`src/rtl/nervous_stream_sequencer.sv`:
```
// Serializes sample words MSB-first to the nervous-shock detector and summarizes its per-bit codes.
// Optional `NERVOUS_SEQ_BACK_TO_BACK_EN lets REPORT accept the next word directly (period WORD_W+1).
module nervous_stream_sequencer #(
    parameter int WORD_W = 16,
    parameter int CNT_W  = 8
) (
    input  logic              clock,
    input  logic              reset_n,
    input  logic [WORD_W-1:0] wordIn,
    input  logic              wordValid,
    output logic              wordReady,
    output logic              detBit,
    input  logic [1:0]        detAbnormality,
    output logic              summaryValid,
    output logic [1:0]        summaryCode,
    output logic [CNT_W-1:0]  eventCount,
    output logic              alarm,
    input  logic              alarmAck
);

    localparam int                IDX_W    = (WORD_W > 1) ? $clog2(WORD_W) : 1;
    localparam logic [IDX_W-1:0]  LAST_IDX = IDX_W'(WORD_W - 1);
    localparam logic [CNT_W-1:0]  CNT_MAX  = '1;

    typedef enum logic [1:0] {
        IDLE,
        SHIFT,
        REPORT
    } state_t;

    state_t             state_q, state_d;
    logic [WORD_W-1:0]  shiftReg_q, shiftReg_d;
    logic [IDX_W-1:0]   bitIdx_q, bitIdx_d;
    logic [1:0]         accSev_q, accSev_d;
    logic [CNT_W-1:0]   accCnt_q, accCnt_d;
    logic [1:0]         sumCode_q, sumCode_d;
    logic [CNT_W-1:0]   sumCnt_q, sumCnt_d;
    logic               alarm_q, alarm_d;

    logic               loadWord;
    logic               alarmSet;
    logic [1:0]         sevNext;
    logic [CNT_W-1:0]   cntNext;

    always_ff @(posedge clock or negedge reset_n) begin
        if (!reset_n) begin
            state_q    <= IDLE;
            shiftReg_q <= '0;
            bitIdx_q   <= '0;
            accSev_q   <= '0;
            accCnt_q   <= '0;
            sumCode_q  <= '0;
            sumCnt_q   <= '0;
            alarm_q    <= 1'b0;
        end else begin
            state_q    <= state_d;
            shiftReg_q <= shiftReg_d;
            bitIdx_q   <= bitIdx_d;
            accSev_q   <= accSev_d;
            accCnt_q   <= accCnt_d;
            sumCode_q  <= sumCode_d;
            sumCnt_q   <= sumCnt_d;
            alarm_q    <= alarm_d;
        end
    end

    // Numeric order of the 2-bit code equals severity order, so max is a plain compare.
    always_comb begin
        sevNext = (detAbnormality > accSev_q) ? detAbnormality : accSev_q;
        cntNext = ((detAbnormality != 2'b00) && (accCnt_q != CNT_MAX)) ? accCnt_q + 1'b1 : accCnt_q;
    end

    always_comb begin
        state_d      = state_q;
        shiftReg_d   = shiftReg_q;
        bitIdx_d     = bitIdx_q;
        accSev_d     = accSev_q;
        accCnt_d     = accCnt_q;
        sumCode_d    = sumCode_q;
        sumCnt_d     = sumCnt_q;
        loadWord     = 1'b0;
        alarmSet     = 1'b0;
        wordReady    = 1'b0;
        detBit       = 1'b0;
        summaryValid = 1'b0;

        case (state_q)
            IDLE: begin
                wordReady = 1'b1;
                loadWord  = wordValid;
            end
            SHIFT: begin
                detBit     = shiftReg_q[WORD_W-1];
                shiftReg_d = shiftReg_q << 1;
                bitIdx_d   = bitIdx_q + 1'b1;
                accSev_d   = sevNext;
                accCnt_d   = cntNext;
                // Summary includes the final bit's code so it is valid on entry to REPORT.
                if (bitIdx_q == LAST_IDX) begin
                    state_d   = REPORT;
                    sumCode_d = sevNext;
                    sumCnt_d  = cntNext;
                    alarmSet  = (sevNext == 2'b11);
                end
            end
            REPORT: begin
                summaryValid = 1'b1;
                alarmSet     = (sumCode_q == 2'b11);
                state_d      = IDLE;
`ifdef NERVOUS_SEQ_BACK_TO_BACK_EN
                wordReady    = 1'b1;
                loadWord     = wordValid;
`endif
            end
            default: state_d = IDLE;
        endcase

        if (loadWord) begin
            state_d    = SHIFT;
            shiftReg_d = wordIn;
            bitIdx_d   = '0;
            accSev_d   = '0;
            accCnt_d   = '0;
        end

        alarm_d = alarmSet | (alarm_q & ~alarmAck);
    end

    assign summaryCode = sumCode_q;
    assign eventCount  = sumCnt_q;
    assign alarm       = alarm_q;

endmodule

```
`config.mk`:
```
export PLATFORM = sky130hd
export DESIGN_NAME = nervous_stream_sequencer
export DESIGN_NICKNAME = d
export VERILOG_FILES = /design/src/rtl/nervous_stream_sequencer.sv
export SDC_FILE = /design/constraint.sdc
export NUM_CORES = 1
export LEC_CHECK = 0
export BUFFER_PORTS_ARGS = -buffer_cell sky130_fd_sc_hd__buf_2
export CAP_MARGIN = 20
export CORE_ASPECT_RATIO = 0.7
export CORE_MARGIN = 3
export CORE_UTILIZATION = 58
export CTS_BUF_LIST = sky130_fd_sc_hd__clkbuf_8
export DETAILED_ROUTE_END_ITERATION = 10
export PLACE_DENSITY = 0.82
export SKIP_LAST_GASP = 1
export SYNTH_ARGS = -nofsm -noshare
export SYNTH_HDL_FRONTEND = slang
export SYNTH_SLANG_ARGS = --single-unit
```
`constraint.sdc`:
```
create_clock -name clock -period 1.77 [get_ports clock]
set_input_delay 0 -clock clock [delete_from_list [all_inputs] [get_ports clock]]
set_output_delay 0 -clock clock [all_outputs]
set_load 0.05 [all_outputs]
```
# --- Word level (Yosys, flattened, before mapping) ---
# Cells that the tools add are included.
op_classes:
  addsub: 2
  n_mul: 0
  div: 0
  magnitude_cmp: 1
  eq_ne: 8
  n_shift: 0
  mux: 19
  bitwise: 3
  n_reduce_logical: 6
op_table:
  columns: ["operator", "count"]
  rows:
  - ["two-way mux 16 bit", 2]
  - ["two-way mux 8 bit", 3]
  - ["two-way mux 2 bit", 5]
  - ["adder 8 x 1 -> 8 bit (second input constant)", 1]
  - ["two-way mux 4 bit", 2]
  - ["!= test 8 bit (second input constant)", 1]
  - ["equality test 2 bit (second input constant)", 3]
  - ["two-way mux 1 bit", 5]
  - ["adder 4 x 1 -> 4 bit (second input constant)", 1]
  - ["equality test 4 bit (second input constant)", 1]
  - ["one-hot mux 2 bit (2 select lines)", 1]
  - ["AND reduction 2 bit", 2]
  - ["nonzero test 2 bit", 2]
  - ["!= test 3 bit (second input constant)", 1]
  - ["equality test 2 x 1 -> 1 bit (second input constant)", 1]
  - ["greater-than comparator 2 bit", 1]
  - ["zero test 2 bit", 1]
  - ["!= test 2 bit (second input constant)", 1]
  - ["one-hot mux 1 bit (2 select lines)", 1]
  - ["bitwise AND 1 bit", 1]
  - ["logical AND 1 bit", 1]
  - ["inverter 1 bit", 1]
  - ["OR 1 bit", 1]
totals:
  regBits: 43
  latch_bits: 0
  ramBits: 0
  romBits: 0
  input_bits: 22
  out_inout_bits: 14
  wordCells: 47
  n_memories: 0

# --- Depth between registers and ports, before layout ---
depth:
  ltp_word: 6
  depth_mapped: 7
  depth_no_buf: 6

# --- Worst setup path after synthesis ---
# Ideal clock, no wire load.
synth_timing:
  path_kind: "register to register"
  startpoint: "register state_q[0]"
  endpoint: "register shiftReg_q[10]"
  setup_ps: 83
  arrival_time_ps: 1731
  required_time_ps: 1687
  slack_ps: -44
  path_stages_with_launch: 8
  path_buffers: 2
  period_less_slack_ps: 1814
  cell_sequence: "dfrtp_1 inv_1 ha_1 and2_1 buf_2 clkbuf_1 nand2_1 o21ai_0"
synth_between:
  elab_chain_cells: 3
  elab_cells_between_ends: 5
  classes_between: "eq/ne: 1; mux: 2; reduce/logical: 2"
synth_lines:
  columns: ["item", "line_no", "text"]
  rows:
  - ["from (decl)", "31", "state_t state_q, state_d;"]
  - ["from (signal assigned)", "56", "state_q <= state_d;"]
  - ["zero test 2 bit", "87", "case (state_q)"]
  - ["two-way mux 1 bit", "87", null]
  - ["two-way mux 16 bit / nonzero test 2 bit (equally long branches)", null, null]
  - ["to (signal assigned)", "57", "shiftReg_q <= shiftReg_d;"]
  - ["to (decl)", "32", "logic [WORD_W-1:0] shiftReg_q, shiftReg_d;"]
# Parallel ways exist; a longest one is shown, timed or not.
# A chain may end at the register's enable or synchronous reset.

# --- Final worst setup path ---
layout_timing:
  startpoint: "register state_q[1]"
  endpoint: "output detBit"
layout_between:
  elab_chain_cells: 2
layout_lines:
  columns: ["item", "line_no", "text"]
  rows:
  - ["equality test 2 x 1 -> 1 bit", "87", null]
  - ["two-way mux 1 bit", "87", null]
  - ["to (decl)", "12", "output logic detBit,"]
# No other way between the ends.

==> impl_results.md <==
- Total wire length: 4680 um
- DRC viols: 0
- Hold depth: 3
- Clock Power Share: 0.186
- Die area: 0.00461 mm2
- CTS sink count: 43
- Synth Cell Area: roughly 0.0022 mm2
- Sw Ratio: 0.380
- CTS tree: done
- Post-synthesis sequential area ratio: 0.486
- Initial DRC count: 93
- Max-slew violation count: 0
- Crit path time final: between 1.5 and 2 ns
- Hpwl dp: 3160 um
- Seq cells post-synth: 43
- YS warnings: 0
- Share of the clock period used by the worst path: 0.945
- Pin count of the biggest net entering global routing: 44
- Endpoint of the worst register-to-register path: eventCount[6]
- Worst setup path class: reg2out
- Fmax: 598 MHz
- Final Instance Area: between 0.002 and 0.003 mm2
- CP Launch Point: state_q[1]
- Unrepaired setup endpoints after global routing: false
- Comb power frac: 0.410
- Initial Util: 0.615
- CP arrival: ~1.7 ns
- Outcome: completed
- ANT nets after route: 0
- Worst-Margin Slew: between 0.5 and 0.6 ns
- 1st-pass router iterations: 4
- Clock Path Buffers: 2
- WL per Instance: 14.3 um
- Synth top area cells: dfrtp_1, mux2i_1, o21ai_0
- Placed inst area: ~0.0025 mm2
- Slew headroom: 0.653
- Avg Cell Area, Syn: 10.1 um2
- Number of diodes: 0
- Clock transition at the registers of the reported paths: about 0.070 ns
- Post-synth cell types: 39
- Core footprint: 0.00360 mm2
- Main synth FF type: dfrtp_1
- Net Switching: 1.35 mW
- Seq pwr share: 0.404
- Startpoint types: register
- Cell with the most instances after synthesis: dfrtp_1
- # Max-Cap Violations: 0
- Clk_lat worst skew: ~0.29 ns
- Total CTS buffers: 5
- Vias in the first global route: ~1700
- Crit path max fanout: 13
- Peak supply drop: 0.000838 V
- Post-synth EDFFs: 0
- GRT Util Overall: 0.229
- Via density: between 5 and 6
- H-tree Lvls: 2
- R2r setup slk: about 0.12 ns
- Global-route wire length before repair: ~8100 um
- Most frequent cells after synthesis: dfrtp_1, nand2_1, o21ai_0
- Power Internal: ~2.2 mW
- Hold WC Path Type: in2reg
- PwrDens: approximately 1300 mW/mm2
- Cell taking the most area after synthesis: dfrtp_1
- Share of the synthesized area in the top cell type: 0.486
- Row Count: 18
- CP required: about 1.8 ns
- Antenna violations before repair: 0
- Syn_nets: 249
- Total gr overflow: 0
- Synth Instances: ~220
- Setup violators final: 0
- Leakage: about 1.3 nW
- Worst r2r path cells: 5
- Die height: between 50 and 60 um
- I/O Pins: 36
- Final net count: 306
- Syn-to-layout area delta: 24.4%
- Ys async rst share: 1.00
- Root buffer cell: clkbuf_8
- Kind of end point of the critical path: output port
- TNS Setup: 0 ns
- PortBufs: 35
- Crit path capture: detBit
- Horiz. Die Dim: 79.9 um
- Layout cell share with drive strength beyond 1: 0.238
- Origin of the critical flop-to-flop path: accCnt_q[1]
- Final hold violation count: 0
- Final Skew: between 0.0015 and 0.002 ns
- Gpl congestion: 0.893
- Routed vias: roughly 1800
[cell families (layout without fill, tap and decap cells)]
group / after synthesis / count (layout) / share of synthesized area
AOI/OAI and AO/OA: 54 / 54 / 0.154
buffers and inverters: 19 / 77 / 0.0350
xor gates and xnor gates: 8 / 8 / 0.0316
and+or+nand+nor: 65 / 65 / 0.149
adders and majority gates: 8 / 8 / 0.0452
DFF: 43 / 43 / 0.486
muxes: 22 / 22 / 0.101
[cells in the final DEF (no fill, tap or decap), types with 5 or more instances in the layout]
cell | synthesis | layout
inv_1 | 9 | 10
dfrtp_1 | 43 | 43
buf_4 | 0 | 6
o21ai_0 | 24 | 24
xor2_1 | 7 | 7
a21oi_1 | 6 | 6
dlygate4sd3_1 | 0 | 17
buf_2 | 5 | 35
ha_1 | 8 | 5
nand2_1 | 27 | 27
clkbuf_8 | 0 | 7
mux2i_1 | 20 | 20
nor2_1 | 21 | 21
[layout make-up]
class                           instances  area (um2)
Sequential cell                        43        1080
Multi-Input combinational cell        157        1070
Fill cell                             252         847
Timing Repair Buffer                   60         413
Clock buffer                            7        96.3
Tap cell                               50        62.6
Inverter                                9        33.8
Clock inverter                          1        3.75
[per-stage QoR]
step	power, mW	util	std cells	hold WS (ns)	worst slack [ns]
finish	3.56	0.765	327	0.0701	0.0967
global route	3.83	0.765	327	0.0696	0.00518
CTS	3.53	0.761	327	0.0653	0.0163
detailed placement	2.83	0.686	302	0.0986	0.0886
global placement	2.77	0.686	302	0.0958	0.154
floorplan	2.48	-	219	-0.296	0.127
[layer usage]
layer / up-vias / part of all wire / track usage
met4: 0 / 0.015 / 0.0819
met1: 818 / 0.48 / 0.334
met3: 6 / 0.054 / 0.0450
li1: 887 / - / -
met2: 59 / 0.45 / 0.345
met5: - / 0 / 0
[critical path, cell delays in order, from the launching register on]
cell	delay [ns]
dfrtp_1	0.39
inv_1	0.12
ha_2	0.26
buf_6	0.21
and2_1	0.14
buf_2	0.25
[worst min path at each step]
stage / startpoint / end
4_1_cts: alarmAck / alarm
3_5_place_dp: reset_n / eventCount[4]
3_3_place_gp: reset_n / eventCount[0]
6_report: wordValid / state_q[1]
5_1_grt: wordValid / state_q[1]
2_1_floorplan: reset_n / accCnt_q[0]
[power groups by stage]
stage,logic (mW),registers (mW),clock network [mW]
2_1_floorplan,0.994,1.48,0
3_3_place_gp,1.34,1.43,0
3_5_place_dp,1.38,1.45,0
4_1_cts,1.42,1.43,0.679
5_1_grt,1.63,1.47,0.723
6_report,1.46,1.44,0.663
[repair_timing]
item	CTS	global route
endpoints found under the hold margin	59	0
hold buffers	17	0
setup endpoints to repair	0	7
buffers inserted	0	0
resized for setup	0	5
[registers in the layout, summed over array words and instances (netlist names)]
signal / count
summaryCode: 2
accSev_q: 2
alarm: 1
shiftReg_q: 16
bitIdx_q: 4
state_q: 2
eventCount: 8
accCnt_q: 8
(Power assumes the default switching activity.)
